File: config.mk
export PLATFORM = sky130hd
export DESIGN_NAME = dmem_arbiter
export DESIGN_NICKNAME = d
export VERILOG_FILES = /design/src/rtl/dmem_arbiter.sv
export SDC_FILE = /design/constraint.sdc
export NUM_CORES = 1
export LEC_CHECK = 0
export CAP_MARGIN = 40
export CORE_ASPECT_RATIO = 0.6
export CORE_MARGIN = 2
export CORE_UTILIZATION = 40
export CTS_BUF_LIST = sky130_fd_sc_hd__clkbuf_8 sky130_fd_sc_hd__clkbuf_16
export DETAILED_ROUTE_END_ITERATION = 12
export PLACE_DENSITY_LB_ADDON = 0.15
export SLEW_MARGIN = 20
export SYNTH_ARGS = -nofsm -noshare
export SYNTH_HDL_FRONTEND = slang
export SYNTH_SLANG_ARGS = --single-unit
export TNS_END_PERCENT = 1
File: constraint.sdc
create_clock -name clk -period 3 [get_ports clk]
set_clock_uncertainty 0.2 [all_clocks]
set_input_delay 0.9 -clock clk [delete_from_list [all_inputs] [get_ports clk]]
set_output_delay 0.9 -clock clk [all_outputs]
set_load 0.02 [all_outputs]
File: src/rtl/dmem_arbiter.sv
// -----------------------------------------------------------------------------
// riscv_pkg / dmem_arbiter
//
// Two-port round-robin arbiter in front of the single data_memory command port.
// Port 0 is the core LSU, port 1 is debug/DMA. One request is accepted per
// cycle. Each accepted request is checked for alignment and becomes a
// registered memory command in the following cycle. A one-cycle response is
// returned one cycle after that, routed back to the requester by a port tag.
//
// Ports
//   clk, rst_n         clock, asynchronous active-low reset
//   req_valid/ready    per-port handshake [1:0]
//   req_addr/wdata/we/width/unsigned   per-port command fields
//   rsp_valid[1:0], rsp_rdata, rsp_err  response (one port per cycle)
//   data_addr, data_write_data, data_write_enable, mem_width, mem_unsigned
//                      command to data_memory (all zero when idle)
//   data_read_data     read data returned by data_memory
//   acc_cnt[1:0], err_cnt   saturating statistics counters
// -----------------------------------------------------------------------------
package riscv_pkg;
   parameter int XLEN      = 32;
   parameter int DMEM_SIZE = 4096;
endpackage

module dmem_arbiter #(
   parameter int XLEN = riscv_pkg::XLEN,
   parameter int AW   = $clog2(riscv_pkg::DMEM_SIZE)
) (
   input  logic                      clk,
   input  logic                      rst_n,
   input  logic [1:0]                req_valid,
   output logic [1:0]                req_ready,
   input  logic [1:0][AW-1:0]        req_addr,
   input  logic [1:0][XLEN-1:0]      req_wdata,
   input  logic [1:0]                req_we,
   input  logic [1:0][2:0]           req_width,
   input  logic [1:0]                req_unsigned,
   output logic [1:0]                rsp_valid,
   output logic [XLEN-1:0]           rsp_rdata,
   output logic                      rsp_err,
   output logic [AW-1:0]             data_addr,
   output logic [XLEN-1:0]           data_write_data,
   output logic                      data_write_enable,
   output logic [2:0]                mem_width,
   output logic                      mem_unsigned,
   input  logic [XLEN-1:0]           data_read_data,
   output logic [1:0][15:0]          acc_cnt,
   output logic [15:0]               err_cnt
);

   // ---------------------------------------------------------------- arbitration
   // rr_q names the port that wins when both are valid; it flips to the other
   // port on every acceptance so the most recently served port loses next.
   logic       rr_q, rr_d;
   logic [1:0] gnt;
   logic       acc;
   logic       gnt_port;

   always_comb begin
      gnt = 2'b00;
      if (rst_n) begin
         unique case (req_valid)
            2'b01:   gnt = 2'b01;
            2'b10:   gnt = 2'b10;
            2'b11:   gnt = rr_q ? 2'b10 : 2'b01;
            default: gnt = 2'b00;
         endcase
      end
   end

   assign req_ready = gnt;
   assign acc       = |(req_valid & gnt);
   assign gnt_port  = gnt[1];
   assign rr_d      = acc ? ~gnt_port : rr_q;

   // ---------------------------------------------------------------- legality
   logic [AW-1:0]   sel_addr;
   logic [XLEN-1:0] sel_wdata;
   logic            sel_we;
   logic [2:0]      sel_width;
   logic            sel_uns;
   logic            sel_legal;

   assign sel_addr  = req_addr[gnt_port];
   assign sel_wdata = req_wdata[gnt_port];
   assign sel_we    = req_we[gnt_port];
   assign sel_width = req_width[gnt_port];
   assign sel_uns   = req_unsigned[gnt_port];

   always_comb begin
      unique case (sel_width)
         3'b000:  sel_legal = 1'b1;
         3'b001:  sel_legal = ~sel_addr[0];
         3'b010:  sel_legal = (sel_addr[1:0] == 2'b00);
         default: sel_legal = 1'b0;
      endcase
   end

   // ---------------------------------------------------------------- command stage
   // Only legal accepted requests reach the memory port; otherwise it idles at 0.
   logic [AW-1:0]   cmd_addr_q,  cmd_addr_d;
   logic [XLEN-1:0] cmd_wdata_q, cmd_wdata_d;
   logic            cmd_we_q,    cmd_we_d;
   logic [2:0]      cmd_width_q, cmd_width_d;
   logic            cmd_uns_q,   cmd_uns_d;
   logic            cmd_vld_q;   // something accepted last cycle (legal or not)
   logic            cmd_tag_q;   // its port
   logic            cmd_ill_q;   // it was illegal

   always_comb begin
      cmd_addr_d  = '0;
      cmd_wdata_d = '0;
      cmd_we_d    = 1'b0;
      cmd_width_d = 3'b000;
      cmd_uns_d   = 1'b0;
      if (acc && sel_legal) begin
         cmd_addr_d  = sel_addr;
         cmd_wdata_d = sel_wdata;
         cmd_we_d    = sel_we;
         cmd_width_d = sel_width;
         cmd_uns_d   = sel_uns;
      end
   end

   assign data_addr         = cmd_addr_q;
   assign data_write_data   = cmd_wdata_q;
   assign data_write_enable = cmd_we_q;
   assign mem_width         = cmd_width_q;
   assign mem_unsigned      = cmd_uns_q;

   // ---------------------------------------------------------------- response stage
   logic [1:0]      rsp_valid_q, rsp_valid_d;
   logic [XLEN-1:0] rsp_rdata_q, rsp_rdata_d;
   logic            rsp_err_q,   rsp_err_d;

   always_comb begin
      rsp_valid_d = 2'b00;
      rsp_rdata_d = '0;
      rsp_err_d   = 1'b0;
      if (cmd_vld_q) begin
         rsp_valid_d = cmd_tag_q ? 2'b10 : 2'b01;
         rsp_err_d   = cmd_ill_q;
         // cmd_we_q is already zero for illegal commands, so a legal read is
         // exactly "not illegal and not a write".
         if (!cmd_ill_q && !cmd_we_q)
            rsp_rdata_d = data_read_data;
      end
   end

   assign rsp_valid = rsp_valid_q;
   assign rsp_rdata = rsp_rdata_q;
   assign rsp_err   = rsp_err_q;

   // ---------------------------------------------------------------- counters
   logic [1:0][15:0] acc_cnt_q, acc_cnt_d;
   logic [15:0]      err_cnt_q, err_cnt_d;

   for (genvar i = 0; i < 2; i++) begin : g_acc
      assign acc_cnt_d[i] = (acc && (gnt_port == i[0]) && (acc_cnt_q[i] != 16'hFFFF))
                            ? acc_cnt_q[i] + 16'd1 : acc_cnt_q[i];
   end

   assign err_cnt_d = (acc && !sel_legal && (err_cnt_q != 16'hFFFF))
                      ? err_cnt_q + 16'd1 : err_cnt_q;

   assign acc_cnt = acc_cnt_q;
   assign err_cnt = err_cnt_q;

   // ---------------------------------------------------------------- state
   // Async reset clears every stage, which also drops commands in flight.
   always_ff @(posedge clk or negedge rst_n) begin
      if (!rst_n) begin
         rr_q        <= 1'b0;
         cmd_addr_q  <= '0;
         cmd_wdata_q <= '0;
         cmd_we_q    <= 1'b0;
         cmd_width_q <= 3'b000;
         cmd_uns_q   <= 1'b0;
         cmd_vld_q   <= 1'b0;
         cmd_tag_q   <= 1'b0;
         cmd_ill_q   <= 1'b0;
         rsp_valid_q <= 2'b00;
         rsp_rdata_q <= '0;
         rsp_err_q   <= 1'b0;
         acc_cnt_q   <= '0;
         err_cnt_q   <= '0;
      end else begin
         rr_q        <= rr_d;
         cmd_addr_q  <= cmd_addr_d;
         cmd_wdata_q <= cmd_wdata_d;
         cmd_we_q    <= cmd_we_d;
         cmd_width_q <= cmd_width_d;
         cmd_uns_q   <= cmd_uns_d;
         cmd_vld_q   <= acc;
         cmd_tag_q   <= gnt_port;
         cmd_ill_q   <= acc && !sel_legal;
         rsp_valid_q <= rsp_valid_d;
         rsp_rdata_q <= rsp_rdata_d;
         rsp_err_q   <= rsp_err_d;
         acc_cnt_q   <= acc_cnt_d;
         err_cnt_q   <= err_cnt_d;
      end
   end

endmodule

==> out/qor.txt, run 1 <==
status -> finished with violations
failing checks -> negative setup slack
CTS clk-pin slew, worst paths -> 60 ps
WL final -> 17840 um
Final Instance Count excl. Fillers -> 1022
hold_buf cts -> 0
endpoints failing setup -> 1
setup TNS -> -19.53 ps
drt drc -> 0
Crit Path Class -> in2out
clk_lat worst skew -> 410 ps
via count -> 4953
first-pass GRT wire length -> 26920 um
power density cells -> 582.2 nW/um^2
Reg2Reg Depth -> 8
Starting DRT DRC Count -> 289
share of cells above drive strength 1 -> 0.1386
Crit path largest cell delay -> 420 ps
H-tree depth -> 4
Root Driver -> clkbuf_16
pre-CTS WS -> -608.1 ps
die width -> 156.9 um
R2R Path End -> err_cnt[9]$_DFFE_PN0P_
crit path DAT -> 1920 ps
Port Buf Inserts -> 267
most frequent cells in the layout -> 263 x clkdlybuf4s50_1, 136 x dfrtp_1, 117 x nand2_1
cts bufs inserted -> 17
vias per std cell -> 4.846
final worst setup slack -> -19.53 ps
core area -> 13670 sq um
Worst Hold End -> rsp_valid[0]$_DFF_PN0_
Final min period -> 3020 ps
post-route clock period utilization -> 1.007
Detail Placement HPWL -> 13260 um
CTS tree -> yes
max cap viols -> 0
DIE HEIGHT -> 95.77 um
Synth cell types -> 40
leading area contributor after synthesis -> dfrtp_1
post-synth top area share -> 0.6062
drt first pass iters -> 5
CTS sink count -> 136
Total Die Area -> 15030 sq um
Worst path slowest cell -> clkdlybuf4s50_1
biggest area contributors in the synthesized netlist -> dfrtp_1 61%, nand2_1 7.8%, xnor2_1 4.4%, and2_1 4.1%, a21oi_2 3.1%
boundary pin count -> 268
cell leakage power -> 4.150 nW
register bit count reported by yosys -> 136
RSZ-0062 raised after global routing -> yes
Post-Synthesis Cells -> 517
Data required, critical path -> 1900 ps
Area growth syn-to-layout -> 67.73%
worst-path fanout max -> 3
CP bufs+invs -> 3
Clock Tree Buf Depth -> 2
GPL Wtd Cong -> 0.8718
initial antenna violation count -> 0
worst hold path startpoint -> cmd_tag_q$_DFF_PN0_
most common cell after layout, fill and taps aside -> clkdlybuf4s50_1
Worst Hold Depth -> 1
synthesized area per cell -> 10.86 sq um
DR WL/cell -> 17.45 um
final hold vios -> 0
reg2reg setup slack -> 310 ps
worst reg2reg path startpoint -> err_cnt[0]$_DFFE_PN0P_
antenna-violating nets left -> 0
largest net degree at the start of global routing -> 60
sequential fraction of the synthesis area -> 0.6062
CP endpoint kind -> output pin
# fillers -> 1022
Syn Nets -> 654
Setup crit start kind -> input pin
total congestion overflow -> 0
all-layer global routing usage -> 0.2380
Final #Nets -> 954
max frequency -> 0.3312 GHz
number of global-route vias before repair -> 4888
Cells after DPL -> 988
synthesized area -> 5614 sq um
worst path cell trace -> clkdlybuf4s50_1 > nor2b_1 > or2_4 > inv_4 > buf_6
FP Rows -> 33
Final Max Slew Viols -> 0
diode count -> 0
Starting Density -> 0.4108
hold slack -> 203.5 ps
Hold Crit Class -> reg2reg
yosys warns -> 0
Worst VDD drop -> 0.3695 mV
Largest delay share family, worst path -> buffers and inverters
==> metrics by stage <==
step                utilization  instance area [sq um]  total power (W)
finish                   0.6890                   9417         0.005483
global route             0.6890                   9417         0.005724
CTS                      0.6827                   9330         0.005525
detailed placement       0.6364                   8697         0.003313
global placement         0.6344                   8670         0.003283
floorplan                     -                   5614         0.002651
==> worst max-delay path by stage <==
stage | start | endpoint | cells past startpoint | slack, ps
floorplan | req_valid[0] | req_ready[1] | 5 | 50
global placement | req_valid[1] | req_ready[1] | 5 | -600
detailed placement | req_valid[1] | req_ready[1] | 5 | -610
CTS | req_valid[1] | req_ready[1] | 5 | -30
global route | req_valid[0] | req_ready[1] | 5 | -70
finish | req_valid[0] | req_ready[1] | 5 | -20
==> synth_stat cells <==
cell type / instances
nor4_1: 2
or2_2: 1
ha_1: 3
xnor2_2: 2
nor3b_1: 1
nand2_2: 1
nor4_2: 3
a21oi_1: 32
a211oi_1: 1
or4_4: 1
xor2_1: 10
nor2_1: 14
nand2b_1: 2
nand4_1: 21
a31oi_1: 4
a21oi_2: 20
a21o_1: 2
o221ai_1: 2
buf_2: 3
o21ai_1: 1
mux2_2: 5
inv_1: 7
and3_1: 6
o21ai_0: 3
or3_4: 1
nand3_1: 17
conb_1: 1
and4_1: 3
dfrtp_1: 136
buf_6: 5
or2_1: 1
nand2_1: 117
inv_2: 1
nor2b_1: 3
xnor2_1: 28
nor3_1: 4
mux2_1: 1
clkbuf_1: 14
and2_1: 37
a41oi_1: 1
==> report_power, final <==
group          switching (W)  internal (W)
combinational       0.000531      0.000601
clock               0.000855       0.00133
sequential          0.000176       0.00199
==> cell type report <==
class | count | area [sq um] | area share
clock inverters | 15 | 191.4 | 0.02033
flip-flops and latches | 136 | 3403 | 0.3614
repair buffers | 303 | 3002 | 0.3188
well taps | 192 | 240.2 | 0.02551
multi-input cells | 351 | 2122 | 0.2254
clock buffers | 17 | 425.4 | 0.04518
inverters | 8 | 32.53 | 0.003455
==> worst reg2reg max path, delay by kind of cell (launching register included) <==
kind | cells | cell delay, ps
flip-flops | 1 | 440
AND/OR/NAND/NOR | 6 | 1540
XOR/XNOR | 1 | 140
adder cells (fa/ha/maj) | 1 | 240
==> cell families (layout without fill, tap and decap cells) <==
| kind of cell | count (synthesis) | in the layout | synth area share |
|---|---|---|---|
| flops | 136 | 136 | 0.6062 |
| simple gates | 235 | 235 | 0.2055 |
| fa+ha+maj | 3 | 3 | 0.006687 |
| compound gates | 66 | 66 | 0.07644 |
| other cells | 1 | 1 | 0.0006680 |
| mux | 6 | 6 | 0.01203 |
| xor+xnor | 40 | 40 | 0.06508 |
| buf+inv | 30 | 343 | 0.02741 |
==> routing by layer <==
metal	track usage	up-vias	wire, um
li1	-	2331	-
met1	0.3272	2425	7885
met2	0.3845	183	8605
met3	0.05538	14	1169
met4	0.06116	0	176
met5	0	-	0
==> registers in the layout, indices dropped and copies added, names as in the netlist <==
register and count:
data_write_data 32, rsp_err 1, cmd_vld_q 1, cmd_tag_q 1, rr_q 1, cmd_ill_q 1
mem_unsigned 1, mem_width 3, rsp_rdata 32, data_write_enable 1, rsp_valid 2, acc_cnt 32
err_cnt 16, data_addr 12
==> what timing repair did <==
action	4_1_cts	5_1_grt
gates resized for setup	15	11
endpoints found under the hold margin	0	0
setup endpoints to repair	12	65
setup buffers	0	1
pin swaps	3	3
Note: power is estimated with default switching activity, not from simulation.
==> run 2: changes to the inputs <==
CAP_MARGIN = default   (was 40)
PLACE_DENSITY = 0.79   (was default)
PLACE_DENSITY_LB_ADDON = default   (was 0.15)
TNS_END_PERCENT = 5   (was 1)
==> run 2 against run 1 <==
  * The run now ends clean
  * Worst setup slack improved by 24 ps
  * Register-to-register slack improved by 120 ps
  * Via count fell by 0.50%
  * Global-route usage fell by 0.36 points
  * Hold slack got worse by 10 ps
  * Sequential power hardly changed
  * Final area fell by 1.3%
==> out/qor.txt, run 2 (same netlist as run 1, synthesis figures left out) <==
Starting Density -> 0.4108 (unchanged)
final hold vios -> 0 (unchanged)
post-route clock period utilization -> 0.9985 (-0.008045)
CTS clk-pin slew, worst paths -> 50 ps (about the same)
endpoints failing setup -> 0 (-1)
drt first pass iters -> 4 (-1)
share of cells above drive strength 1 -> 0.1261 (-0.01249)
most used cell, CP -> buf_4
Area growth syn-to-layout -> 65.57%
worst-path fanout max -> 2 (-1)
Root Driver -> clkbuf_16
WL final -> 17230 um (-3.4%)
Worst path slowest cell -> clkdlybuf4s50_1
die width -> 156.9 um (unchanged)
Final min period -> 2995 ps (-24.13 ps)
GPL Wtd Cong -> 0.8615 (-1.2%)
antenna-violating nets left -> 0 (unchanged)
H-tree depth -> 4 (unchanged)
Port Buf Inserts -> 267 (unchanged)
max frequency -> 0.3338 GHz (+0.81%)
hold slack -> 193.4 ps (-10.16 ps)
status -> completed
CP bufs+invs -> 3 (unchanged)
Setup crit start kind -> input pin
number of global-route vias before repair -> 5154 (+5.4%)
Design Area, Final -> 9295 sq um (-1.3%)
worst path cell trace -> clkdlybuf4s50_1 > buf_4 > nand2_1 > a21oi_1 > buf_4
Clock Tree Buf Depth -> 2 (unchanged)
clk_lat worst skew -> 410 ps (about the same)
total congestion overflow -> 0 (unchanged)
Starting DRT DRC Count -> 250 (-13%)
drt drc -> 0 (unchanged)
hold_buf cts -> 0 (unchanged)
Final Max Slew Viols -> 0 (unchanged)
RSZ-0062 raised after global routing -> yes
Total Die Area -> 15030 sq um (unchanged)
boundary pin count -> 268 (unchanged)
Hold Crit Class -> in2async
FP Rows -> 33 (unchanged)
Total Power -> 0.005389 W (-1.7%)
crit path DAT -> 1900 ps (-20 ps)
most frequent cells in the layout -> 263 x clkdlybuf4s50_1, 136 x dfrtp_1, 117 x nand2_1
DIE HEIGHT -> 95.77 um (unchanged)
vias per std cell -> 4.846 (about the same)
CTS sink count -> 136 (unchanged)
Final Instance Count excl. Fillers -> 1017 (-0.49%)
Cells after DPL -> 984 (-0.40%)
max cap viols -> 0 (unchanged)
DR WL/cell -> 16.94 um (-2.9%)
Data required, critical path -> 1900 ps (about the same)
setup TNS -> 0 ps (+19.53 ps)
all-layer global routing usage -> 0.2344 (-0.003605)
Worst VDD drop -> 0.6723 mV (+82%)
Final #Nets -> 949 (-0.52%)
CTS tree -> yes
# fillers -> 1020 (-0.20%)
core area -> 13670 sq um (unchanged)
Crit path largest cell delay -> 470 ps (+50 ps)
CP endpoint kind -> output pin
first-pass GRT wire length -> 26880 um (-0.15%)
Max-slew headroom -> 0.4095
cell leakage power -> 4.098 nW (-1.2%)
power density cells -> 579.7 nW/um^2 (-0.43%)
actual slew at the worst max-slew pin -> 885.7 ps
Largest delay share family, worst path -> buffers and inverters
via count -> 4928 (-0.50%)
largest net degree at the start of global routing -> 69 (+15%)
Detail Placement HPWL -> 12800 um (-3.5%)
most common cell after layout, fill and taps aside -> clkdlybuf4s50_1
initial antenna violation count -> 0 (unchanged)
Crit Path Class -> in2out
Post-DP Area -> 8647 sq um (-0.58%)
cts bufs inserted -> 17 (unchanged)
diode count -> 0 (unchanged)
==> run 2: cell types whose count changed in the layout (fill, tap and decap cells not counted), moves of 2 or more <==
cell	previous run	this run
inv_1	7	9
nor4_4	3	0
nor4_2	0	3
buf_16	2	0
o221ai_2	2	0
inv_6	5	3
buf_4	33	29
==> run 2: worst register-to-register path: stages (launching register included) <==
cell,delay (ps)
dfrtp_1,440
ha_1,240
and3_1,190
nand3_1,190
nor2_1,130
nand4_1,270
nand2_1,150
or4_4,510
xnor2_2,140
==> run 2: cell type report <==
cell class | instances | area, sq um | area share
multi-input combinational | 351 | 2091 | 0.2249
clock inverter | 15 | 177.7 | 0.01911
clock buffer | 17 | 425.4 | 0.04577
sequential | 136 | 3403 | 0.3661
inverter | 8 | 30.03 | 0.003231
tap | 192 | 240.2 | 0.02584
timing repair buffer | 298 | 2928 | 0.3150
==> run 2: metrics by stage <==
step / worst slack, ps / util
6_report: 4.604 / 0.6801
5_1_grt: -38.91 / 0.6801
4_1_cts: -2.243 / 0.6785
3_5_place_dp: -617.5 / 0.6327
3_3_place_gp: -610.4 / 0.6327
2_1_floorplan: 49.32 / -
==> run 2: timing repair <==
| action | 4_1_cts | 5_1_grt |
|---|---|---|
| setup buffers | 1 | 0 |
| resized for setup | 16 | 4 |
| endpoints found under the setup margin | 65 | 14 |
| pin swaps | 0 | 1 |
==> run 2: per-layer routing <==
layer	vias to the layer above	share of wire	track usage	wire [um]
met5	-	0	0	0
met2	173	0.48	0.3914	8340
li1	2316	-	-	-
met4	0	0.023	0.08257	395
met3	28	0.069	0.06709	1192
met1	2411	0.42	0.2954	7302
==> run 2: power breakdown <==
part           internal, W  leakage [nW]  total, W  switching, W
Combinational     0.000589          1.97   0.00111      0.000523
Clock              0.00131         0.293   0.00211      0.000798
Sequential         0.00199          1.84   0.00217      0.000176
Total              0.00389          4.10   0.00539       0.00150
==> run 2: path summary, 6_finish.rpt <==
kind | startpoint | cells after the start | slack [ps] | endpoint
worst max-delay path | req_valid[0] | 5 | 5 | req_ready[0]
worst min-delay path | rst_n | 2 | 190 | rsp_rdata[30]$_DFF_PN0_
worst max register to register | err_cnt[0]$_DFFE_PN0P_ | 8 | 430 | err_cnt[9]$_DFFE_PN0P_
worst min register to register | cmd_tag_q$_DFF_PN0_ | 1 | 260 | rsp_valid[0]$_DFF_PN0_
max in group asynchronous | rst_n | 4 | 570 | data_addr[8]$_DFF_PN0_
min in group clk | cmd_tag_q$_DFF_PN0_ | 1 | 260 | rsp_valid[0]$_DFF_PN0_
==> run 3: changes to the inputs <==
CAP_MARGIN = 20   (was default)
PLACE_DENSITY = 0.8   (was 0.79)
==> run 3 against run 2 <==
  * Clock power is 2% higher
  * Total power is 1.1% higher
  * Final area is 0.36% higher
  * Non-clock buffer count is 1 lower
  * Register-to-register slack worse by 90 ps
  * Sequential share of layout area is 0.13 points lower
  * Sequential power hardly changed
  * Critical endpoint is now err_cnt[9]$_DFFE_PN0P_
  * Wire length is 0.34% higher
  * Utilization is 0.25 points higher
  * The flow now finishes with violations (negative setup slack)
  * Die area stayed put
==> out/qor.txt, run 3 (same netlist as run 1, synthesis figures left out) <==
Setup crit start kind -> input pin
final worst setup slack -> -47.71 ps (-52.31 ps)
DIE HEIGHT -> 95.77 um (unchanged)
most frequent cells in the layout -> 263 x clkdlybuf4s50_1, 136 x dfrtp_1, 117 x nand2_1
worst hold path startpoint -> cmd_tag_q$_DFF_PN0_
Total Die Area -> 15030 sq um (unchanged)
all-layer global routing usage -> 0.2288 (-0.005574)
boundary pin count -> 268 (unchanged)
R2R Path End -> err_cnt[3]$_DFFE_PN0P_
Layout Utilization -> 0.6826 (+0.002471)
Reg2Reg Depth -> 9 (+1)
Starting Density -> 0.4108 (unchanged)
# fillers -> 1003 (-1.7%)
CTS sink count -> 136 (unchanged)
cell leakage power -> 4.111 nW (+0.30%)
drt drc -> 0 (unchanged)
Design Area, Final -> 9329 sq um (+0.36%)
Final min period -> 3048 ps (+52.31 ps)
post-route clock period utilization -> 1.016 (+0.01744)
initial antenna violation count -> 0 (unchanged)
Final Max Slew Viols -> 0 (unchanged)
Hold Crit Class -> reg2reg
FP Rows -> 33 (unchanged)
RSZ-0062 raised after global routing -> yes
final hold vios -> 0 (unchanged)
Max-slew headroom -> 0.4767 (+0.06723)
Worst Hold End -> rsp_valid[0]$_DFF_PN0_
number of global-route vias before repair -> 5043 (-2.2%)
max frequency -> 0.3281 GHz (-1.7%)
antenna-violating nets left -> 0 (unchanged)
first-pass GRT wire length -> 26160 um (-2.7%)
Worst Hold Depth -> 1
Area growth syn-to-layout -> 66.17%
CTS tree -> yes
diode count -> 0 (unchanged)
CP endpoint kind -> flop
CTS clk-pin slew, worst paths -> 60 ps (about the same)
DR WL/cell -> 17.02 um (+0.44%)
Root Driver -> clkbuf_16
vias per std cell -> 4.853 (+0.16%)
total congestion overflow -> 0 (unchanged)
Crit Path Class -> in2reg
Detail Placement HPWL -> 12590 um (-1.6%)
Worst VDD drop -> 0.5573 mV (-17%)
crit path DAT -> 3140 ps (+1240 ps)
H-tree depth -> 4 (unchanged)
most common cell after layout, fill and taps aside -> clkdlybuf4s50_1
Post-DP Area -> 8647 sq um (unchanged)
die width -> 156.9 um (unchanged)
Port Buf Inserts -> 267 (unchanged)
max cap viols -> 0 (unchanged)
actual slew at the worst max-slew pin -> 784.9 ps (-100.8 ps)
worst reg2reg path startpoint -> err_cnt[0]$_DFFE_PN0P_
status -> finished with violations
Final #Nets -> 948 (-0.11%)
largest net degree at the start of global routing -> 87 (+26%)
reg2reg setup slack -> 340 ps (-90 ps)
cts bufs inserted -> 17 (unchanged)
Starting DRT DRC Count -> 215 (-14%)
failing checks -> negative setup slack
GPL Wtd Cong -> 0.8793 (+2.1%)
clk_lat worst skew -> 410 ps (about the same)
drt first pass iters -> 4 (unchanged)
Total Power -> 0.005446 W (+1.1%)
share of cells above drive strength 1 -> 0.1311 (+0.005007)
WL final -> 17290 um (+0.34%)
Data required, critical path -> 3090 ps (+1190 ps)
Clock Tree Buf Depth -> 2 (unchanged)
hold slack -> 218.7 ps (+25.31 ps)
core area -> 13670 sq um (unchanged)
via count -> 4931 (+0.061%)
worst-path fanout max -> 27 (+25)
endpoints failing setup -> 3 (+3)
power density cells -> 583.8 nW/um^2 (+0.69%)
run 3: layout make-up:
type                       instances  area (sq um)  share of cell area
inverter                           8         30.03            0.003219
sequential                       136          3403              0.3648
timing repair buffer             297          2925              0.3136
clock inverter                    13         157.7             0.01690
multi-input combinational        351          2120              0.2272
clock buffer                      19         452.9             0.04855
tap                              192         240.2             0.02575
run 3: per-stage QoR:
stage | TNS (ps) | std cells | setup slack [ps]
3_5_place_dp | -36620 | 984 | -622.2
5_1_grt | -2984 | 1016 | -129.7
4_1_cts | -34.56 | 1016 | -25.42
6_report | -84.41 | 1016 | -47.71
2_1_floorplan | 0 | 517 | 49.32
3_3_place_gp | -31820 | 984 | -571.4
run 3: timing repair:
| item | in CTS | in global routing |
|---|---|---|
| buffers inserted | 0 | 0 |
| hold buffers | 0 | 0 |
| gates resized for setup | 17 | 8 |
| endpoints found under the setup margin | 66 | 59 |
| pin swaps | 0 | 4 |
| endpoints found under the hold margin | 0 | 0 |
run 3: layer usage:
metal / global-route usage / up-vias / part of all wire
li1: - / 2310 / -
met3: 0.04818 / 26 / 0.056
met2: 0.3860 / 183 / 0.48
met5: 0 / - / 0
met1: 0.2935 / 2412 / 0.44
met4: 0.08945 / 0 / 0.022
run 3: power breakdown:
part	switching (W)	internal [W]
logic	0.000532	0.000593
clock network	0.000852	0.00130
registers	0.000184	0.00199
run 3: critical path: stages:
cell and delay (ps):
clkdlybuf4s50_1 420, nor2b_1 150, or2_4 260, buf_12 170, o221ai_1 170, o21ai_1 140
a21o_1 230, or4_4 560, xnor2_2 140
run 3: how the worst max path moves through the flow:
stage,cells past startpoint,from,slack [ps],endpoint
3_5_place_dp,9,req_valid[1],-620,err_cnt[9]$_DFFE_PN0P_
5_1_grt,9,req_valid[0],-130,err_cnt[9]$_DFFE_PN0P_
2_1_floorplan,5,req_valid[0],50,req_ready[1]
4_1_cts,9,req_valid[0],-30,err_cnt[9]$_DFFE_PN0P_
3_3_place_gp,5,req_valid[1],-570,req_ready[1]
6_report,9,req_valid[0],-50,err_cnt[9]$_DFFE_PN0P_
